===== config.mk =====
export PLATFORM = sky130hd
export DESIGN_NAME = pipe_hazard_ctrl
export DESIGN_NICKNAME = d
export VERILOG_FILES = /design/src/rtl/pipe_hazard_ctrl.sv
export SDC_FILE = /design/constraint.sdc
export NUM_CORES = 1
export LEC_CHECK = 0
export ABC_AREA = 1
export ABC_CLOCK_PERIOD_IN_PS = 2560
export BUFFER_PORTS_ARGS = -buffer_cell sky130_fd_sc_hd__buf_2
export CAP_MARGIN = 30
export CORE_MARGIN = 3
export CORE_UTILIZATION = 48
export CTS_CLUSTER_SIZE = 28
export DETAILED_ROUTE_END_ITERATION = 8
export PLACE_DENSITY = 0.86
export SETUP_SLACK_MARGIN = 0.1
export SLEW_MARGIN = 20
export SYNTH_ARGS = -nofsm -noshare
export SYNTH_HDL_FRONTEND = slang
export SYNTH_SLANG_ARGS = --single-unit
export TNS_END_PERCENT = 30

===== constraint.sdc =====
create_clock -name clk_i -period 2.56 [get_ports clk_i]
set_clock_uncertainty 0.15 [all_clocks]
set_input_delay 0.512 -clock clk_i [delete_from_list [all_inputs] [get_ports clk_i]]
set_output_delay 0.512 -clock clk_i [all_outputs]
set_load 0.01 [all_outputs]

===== src/rtl/pipe_hazard_ctrl.sv =====
// pipe_hazard_ctrl: load-use, branch-flush and memory-wait hazard control for an in-order pipe.
// Latency: control outputs are combinational from state and inputs; state, counters and timeout are registered.
// Backpressure: mem_busy_i holds the whole pipe; timeout_o is sticky after WAIT_MAX busy cycles.
// Optional feature macro PIPE_HAZARD_CTRL_PERF_EN: saturating stall/flush performance counters.
module pipe_hazard_ctrl #(
    parameter int unsigned LOAD_LAT = 1,
    parameter int unsigned WAIT_MAX = 255,
    parameter int unsigned CNT_W    = 32
) (
    input  logic             clk_i,
    input  logic             rst_i,
    input  logic             idex_memread_i,
    input  logic [4:0]       idex_rd_i,
    input  logic [4:0]       ifid_rs1_i,
    input  logic [4:0]       ifid_rs2_i,
    input  logic             branch_taken_i,
    input  logic             mem_busy_i,
    output logic             pc_write_o,
    output logic             ifid_stall_o,
    output logic             ifid_flush_o,
    output logic             idex_bubble_o,
    output logic             pipe_hold_o,
    output logic [1:0]       state_o,
    output logic             timeout_o,
    output logic [CNT_W-1:0] stall_cnt_o,
    output logic [CNT_W-1:0] flush_cnt_o
);

    typedef enum logic [1:0] {
        ST_RUN     = 2'd0,
        ST_LDSTALL = 2'd1,
        ST_MWAIT   = 2'd2,
        ST_BAD     = 2'd3
    } state_t;

    // First load-stall cycle happens in RUN, so LDSTALL covers the remaining LOAD_LAT-1 cycles.
    localparam logic [3:0]  LD_INIT  = 4'(LOAD_LAT - 1);
    localparam logic [15:0] WAIT_LIM = 16'(WAIT_MAX);

    state_t      r_state;
    state_t      w_state_nxt;
    logic [3:0]  r_ld_cnt;
    logic [3:0]  w_ld_cnt_nxt;
    logic [15:0] r_wait_cnt;
    logic [15:0] w_wait_cnt_nxt;
    logic        r_timeout;
    logic        w_timeout_nxt;

    logic        w_hazard;
    logic        w_run_eval;
    logic        w_pc_write;
    logic        w_stall;
    logic        w_flush;
    logic        w_bubble;
    logic        w_hold;

    // Load-use hazard: x0 is never a real dependency.
    assign w_hazard = idex_memread_i && (idex_rd_i != 5'd0) &&
                      ((idex_rd_i == ifid_rs1_i) || (idex_rd_i == ifid_rs2_i));

    // Next-state and control decode; MWAIT with memory ready behaves exactly like RUN.
    always_comb begin
        w_pc_write     = 1'b0;
        w_stall        = 1'b0;
        w_flush        = 1'b0;
        w_bubble       = 1'b0;
        w_hold         = 1'b0;
        w_run_eval     = 1'b0;
        w_state_nxt    = r_state;
        w_ld_cnt_nxt   = r_ld_cnt;
        w_wait_cnt_nxt = r_wait_cnt;
        w_timeout_nxt  = r_timeout;

        case (r_state)
            ST_RUN: begin
                w_run_eval = 1'b1;
            end
            ST_LDSTALL: begin
                if (mem_busy_i) begin
                    // Memory wait wins; remaining load stall is dropped and the hazard re-detected later.
                    w_stall        = 1'b1;
                    w_hold         = 1'b1;
                    w_state_nxt    = ST_MWAIT;
                    w_ld_cnt_nxt   = 4'd0;
                    w_wait_cnt_nxt = 16'd1;
                end else begin
                    w_stall  = 1'b1;
                    w_bubble = 1'b1;
                    if (r_ld_cnt <= 4'd1) begin
                        w_ld_cnt_nxt = 4'd0;
                        w_state_nxt  = ST_RUN;
                    end else begin
                        w_ld_cnt_nxt = r_ld_cnt - 4'd1;
                    end
                end
            end
            ST_MWAIT: begin
                if (mem_busy_i) begin
                    w_stall        = 1'b1;
                    w_hold         = 1'b1;
                    w_wait_cnt_nxt = (r_wait_cnt >= WAIT_LIM) ? r_wait_cnt : (r_wait_cnt + 16'd1);
                end else begin
                    w_run_eval = 1'b1;
                end
            end
            default: begin
                // Unreachable encoding: hold the front end for one cycle and recover to RUN.
                w_stall        = 1'b1;
                w_state_nxt    = ST_RUN;
                w_ld_cnt_nxt   = 4'd0;
                w_wait_cnt_nxt = 16'd0;
            end
        endcase

        if (w_run_eval) begin
            w_ld_cnt_nxt   = 4'd0;
            w_wait_cnt_nxt = 16'd0;
            w_state_nxt    = ST_RUN;
            if (mem_busy_i) begin
                w_stall        = 1'b1;
                w_hold         = 1'b1;
                w_wait_cnt_nxt = 16'd1;
                w_state_nxt    = ST_MWAIT;
            end else if (w_hazard) begin
                // A same-cycle branch is ignored here; it is re-presented after the stall.
                w_stall      = 1'b1;
                w_bubble     = 1'b1;
                w_ld_cnt_nxt = LD_INIT;
                w_state_nxt  = (LOAD_LAT > 1) ? ST_LDSTALL : ST_RUN;
            end else if (branch_taken_i) begin
                w_pc_write = 1'b1;
                w_flush    = 1'b1;
            end else begin
                w_pc_write = 1'b1;
            end
        end

        if (w_hold && (w_wait_cnt_nxt >= WAIT_LIM)) begin
            w_timeout_nxt = 1'b1;
        end
    end

    // Controller state, wait/load counters and sticky timeout.
    always_ff @(posedge clk_i or posedge rst_i) begin
        if (rst_i) begin
            r_state    <= ST_RUN;
            r_ld_cnt   <= 4'd0;
            r_wait_cnt <= 16'd0;
            r_timeout  <= 1'b0;
        end else begin
            r_state    <= w_state_nxt;
            r_ld_cnt   <= w_ld_cnt_nxt;
            r_wait_cnt <= w_wait_cnt_nxt;
            r_timeout  <= w_timeout_nxt;
        end
    end

    // Reset forces a flush with the PC frozen, independent of the clock.
    assign pc_write_o    = rst_i ? 1'b0 : w_pc_write;
    assign ifid_stall_o  = rst_i ? 1'b0 : w_stall;
    assign ifid_flush_o  = rst_i ? 1'b1 : w_flush;
    assign idex_bubble_o = rst_i ? 1'b0 : w_bubble;
    assign pipe_hold_o   = rst_i ? 1'b0 : w_hold;
    assign state_o       = r_state;
    assign timeout_o     = r_timeout;

`ifdef PIPE_HAZARD_CTRL_PERF_EN
    logic [CNT_W-1:0] r_stall_cnt;
    logic [CNT_W-1:0] r_flush_cnt;

    // Saturating counts of stall and flush cycles.
    always_ff @(posedge clk_i or posedge rst_i) begin
        if (rst_i) begin
            r_stall_cnt <= '0;
            r_flush_cnt <= '0;
        end else begin
            if (ifid_stall_o && !(&r_stall_cnt)) begin
                r_stall_cnt <= r_stall_cnt + CNT_W'(1);
            end
            if (ifid_flush_o && !(&r_flush_cnt)) begin
                r_flush_cnt <= r_flush_cnt + CNT_W'(1);
            end
        end
    end

    assign stall_cnt_o = r_stall_cnt;
    assign flush_cnt_o = r_flush_cnt;
`else
    assign stall_cnt_o = '0;
    assign flush_cnt_o = '0;
`endif

endmodule


==> summary.txt <==
WP data arrival = 1600 ps
Status = finished, final reports clean
Layout cells sized above 1 = 20.0%
CTS Buf Count = 3
Total number of vias = 1,198
DRT Pass-1 Iters = 4
Die width = 64.6 microns
DRC = 0
TNS Setup = 0 ps
Largest net degree at the start of global routing = 19
Crit Path Category = in -> out
Netlist Area Pre-Place = 1650 sq um
CTS resizes = 0
Simple-gate share of the synthesized area = 29.1%
Synth Instances = 224
PwrDens = 336 nW/um^2
Core Footprint = 3150 sq um
Root Driver = clkbuf_4
PortBufs = 26
# diodes = 0
Final wirelength = 2750 microns
Clock Path Buffers = 2
Synth cell types = 25
Final setup fails = 0
Critical Path End Type = primary output
RSZ-0062 raised after global routing = false
Final Core Density = 50.5%
Largest family of logic cells by synthesized area = buffers and inverters
Vias per cell = 4.07
Synth Area in Adders = 0.758%
Post-Synth XOR/XNOR Area = 4.78%
Fin crit share = 88.2%
Grt total ovfl = 0
DR WL/cell = 9.35 microns
H-tree depth = 1
Worst slew pin tran = 648 ps
Mapped Avg Cell Area = 7.37 sq um
Total GRT Usage = 12.6%
CTS Hold Bufs = 0
Placement Setup Slack = 305 ps
Initial antenna violation count = 0
Relative slew margins = 56.8%
CP required = 1900 ps
Synth warn = 0
Fmax = 0.443 GHz
TritonCTS clock tree = done
Post-synthesis mux area share = 0%
# clock sinks = 18
Crit path max fanout = 5
Layout area overhead = -3.56%
Number of global-route vias before repair = 1,037
Worst hold path type = in -> async
NumNets Final = 273
Clk pin slew, worst setup/hold paths = 90 ps
Post-route ant nets = 0
GPL Wtd Cong = 0.766
Initial Util = 52.3%
Post-DP Area = 1570 sq um
Part of the Yosys area used for sequential elements = 27.3%
Final worst setup slack = 301 ps
Rows = 20
Startpoint Class = input port
Final instance area = 1590 sq um
Leakage power = 0.870 nW
Fin. max-slew vios = 0
Fillcell total = 327
I/O pin count = 92
Final Hold Vio Count = 0
Finished Layout Cells = 294
Synth Area in Compound Gates = 0.986%
Die area = 4180 sq um
VDD IR max = 0.000209 V
DP Cell Count = 291
Final HPWL from detailed placement = 2340 microns
Starting DRT DRC Count = 41
First-pass GRT wire length = 4240 microns
Clock Latency Late Sink = 280 ps
Post-CTS Setup Repair Bufs = 0
Tmin final = 2260 ps
Die Y = 64.6 microns
Max cap viols = 0
Yosys reg bits = 18
power by group:
part / switching [mW] / internal, mW
combinational: 0.0836 / 0.0302
clock: 0.0762 / 0.0546
sequential: 0.00308 / 0.287
stage by stage:
step / total power [mW] / hold WS (ps)
floorplan: 0.449 / 301
global placement: 0.405 / 308
detailed placement: 0.407 / 310
CTS: 0.538 / 216
global route: 0.570 / 231
finish: 0.535 / 197
final timing paths:
check / from / to / slack, ps / cells after the start
setup / recovery: idex_rd_i[1] / ifid_flush_o / 300 / 9
hold / removal: rst_i / r_wait_cnt[1] / 200 / 2
setup reg to reg: r_wait_cnt[0] / timeout_o / 570 / 12
hold reg to reg: timeout_o / timeout_o / 330 / 2
max in group asynchronous: rst_i / r_wait_cnt[6] / 1650 / 2
min in group clk_i: mem_busy_i / state_o[1] / 240 / 1
worst max-delay path: stages:
cell and delay, ps:
buf_2 120, or2_0 210, a21oi_1 130, nand3_1 80
nand2_1 70, nand3_1 100, a21oi_1 190, nor2_1 50
buf_2 130
per-layer routing:
| metal | share of wire (%) | up-vias | global-route usage [%] |
|---|---|---|---|
| met5 | 0 | - | 0 |
| met4 | 0.55 | 0 | 4.75 |
| met3 | 6.1 | 2 | 1.56 |
| met2 | 56 | 40 | 24.9 |
| met1 | 37 | 548 | 13.3 |
| li1 | - | 608 | - |
logic make-up (layout without fill, tap and decap cells):
| logic type | count (synthesis) | after routing |
|---|---|---|
| AO/OA/AOI/OAI | 3 | 3 |
| XOR/XNOR | 9 | 9 |
| adder cells (fa/ha/maj) | 1 | 1 |
| buffers and inverters | 92 | 54 |
| flip-flops | 18 | 18 |
| other | 1 | 65 |
| AND/OR/NAND/NOR | 100 | 100 |
layout make-up:
cell class	count	area, sq um	share of cell area [%]
Multi-Input combinational cell	178	832	52.3
Clock buffer	3	22.5	1.42
Timing Repair Buffer	28	145	9.12
Sequential cell	18	450	28.3
Tap cell	44	55.1	3.46
Inverter	23	86.3	5.42
synthesized netlist by cell type (all sizes together):
library cell	n	share of area, %
nand4	4	1.5
or2	1	0.38
xnor2	3	1.6
clkbuf	1	0.23
a21oi	2	0.61
a31oi	1	0.38
nor4	1	0.38
nand3b	1	0.46
nor2	36	9.7
conb	1	0.23
xor2	6	3.2
nand2	38	9.1
dfrtp	18	27
buf	68	31
nand3	14	5.8
ha	1	0.76
nor3	5	1.8
inv	23	5.2
layout by cell type, fill, tap and decap left out:
cell	n
or2_0	1
buf_4	2
nor2_4	1
nor2_1	28
nor2_2	7
nor4_1	1
nor3_2	1
inv_2	2
clkbuf_4	3
xnor2_1	3
nand3_2	5
a21oi_1	2
inv_1	21
nand3_1	9
dfrtp_1	18
nand3b_1	1
nand2_2	3
a31oi_1	1
nand4_1	4
ha_1	1
conb_1	65
nor3_1	4
nand2_1	35
buf_2	26
xor2_1	6
flip-flops by register name, indices dropped and copies added (netlist names):
signal / cells
timeout_o: 1
r_wait_cnt: 16
state_o: 1
No activity file was read; power rests on OpenSTA's default activity.
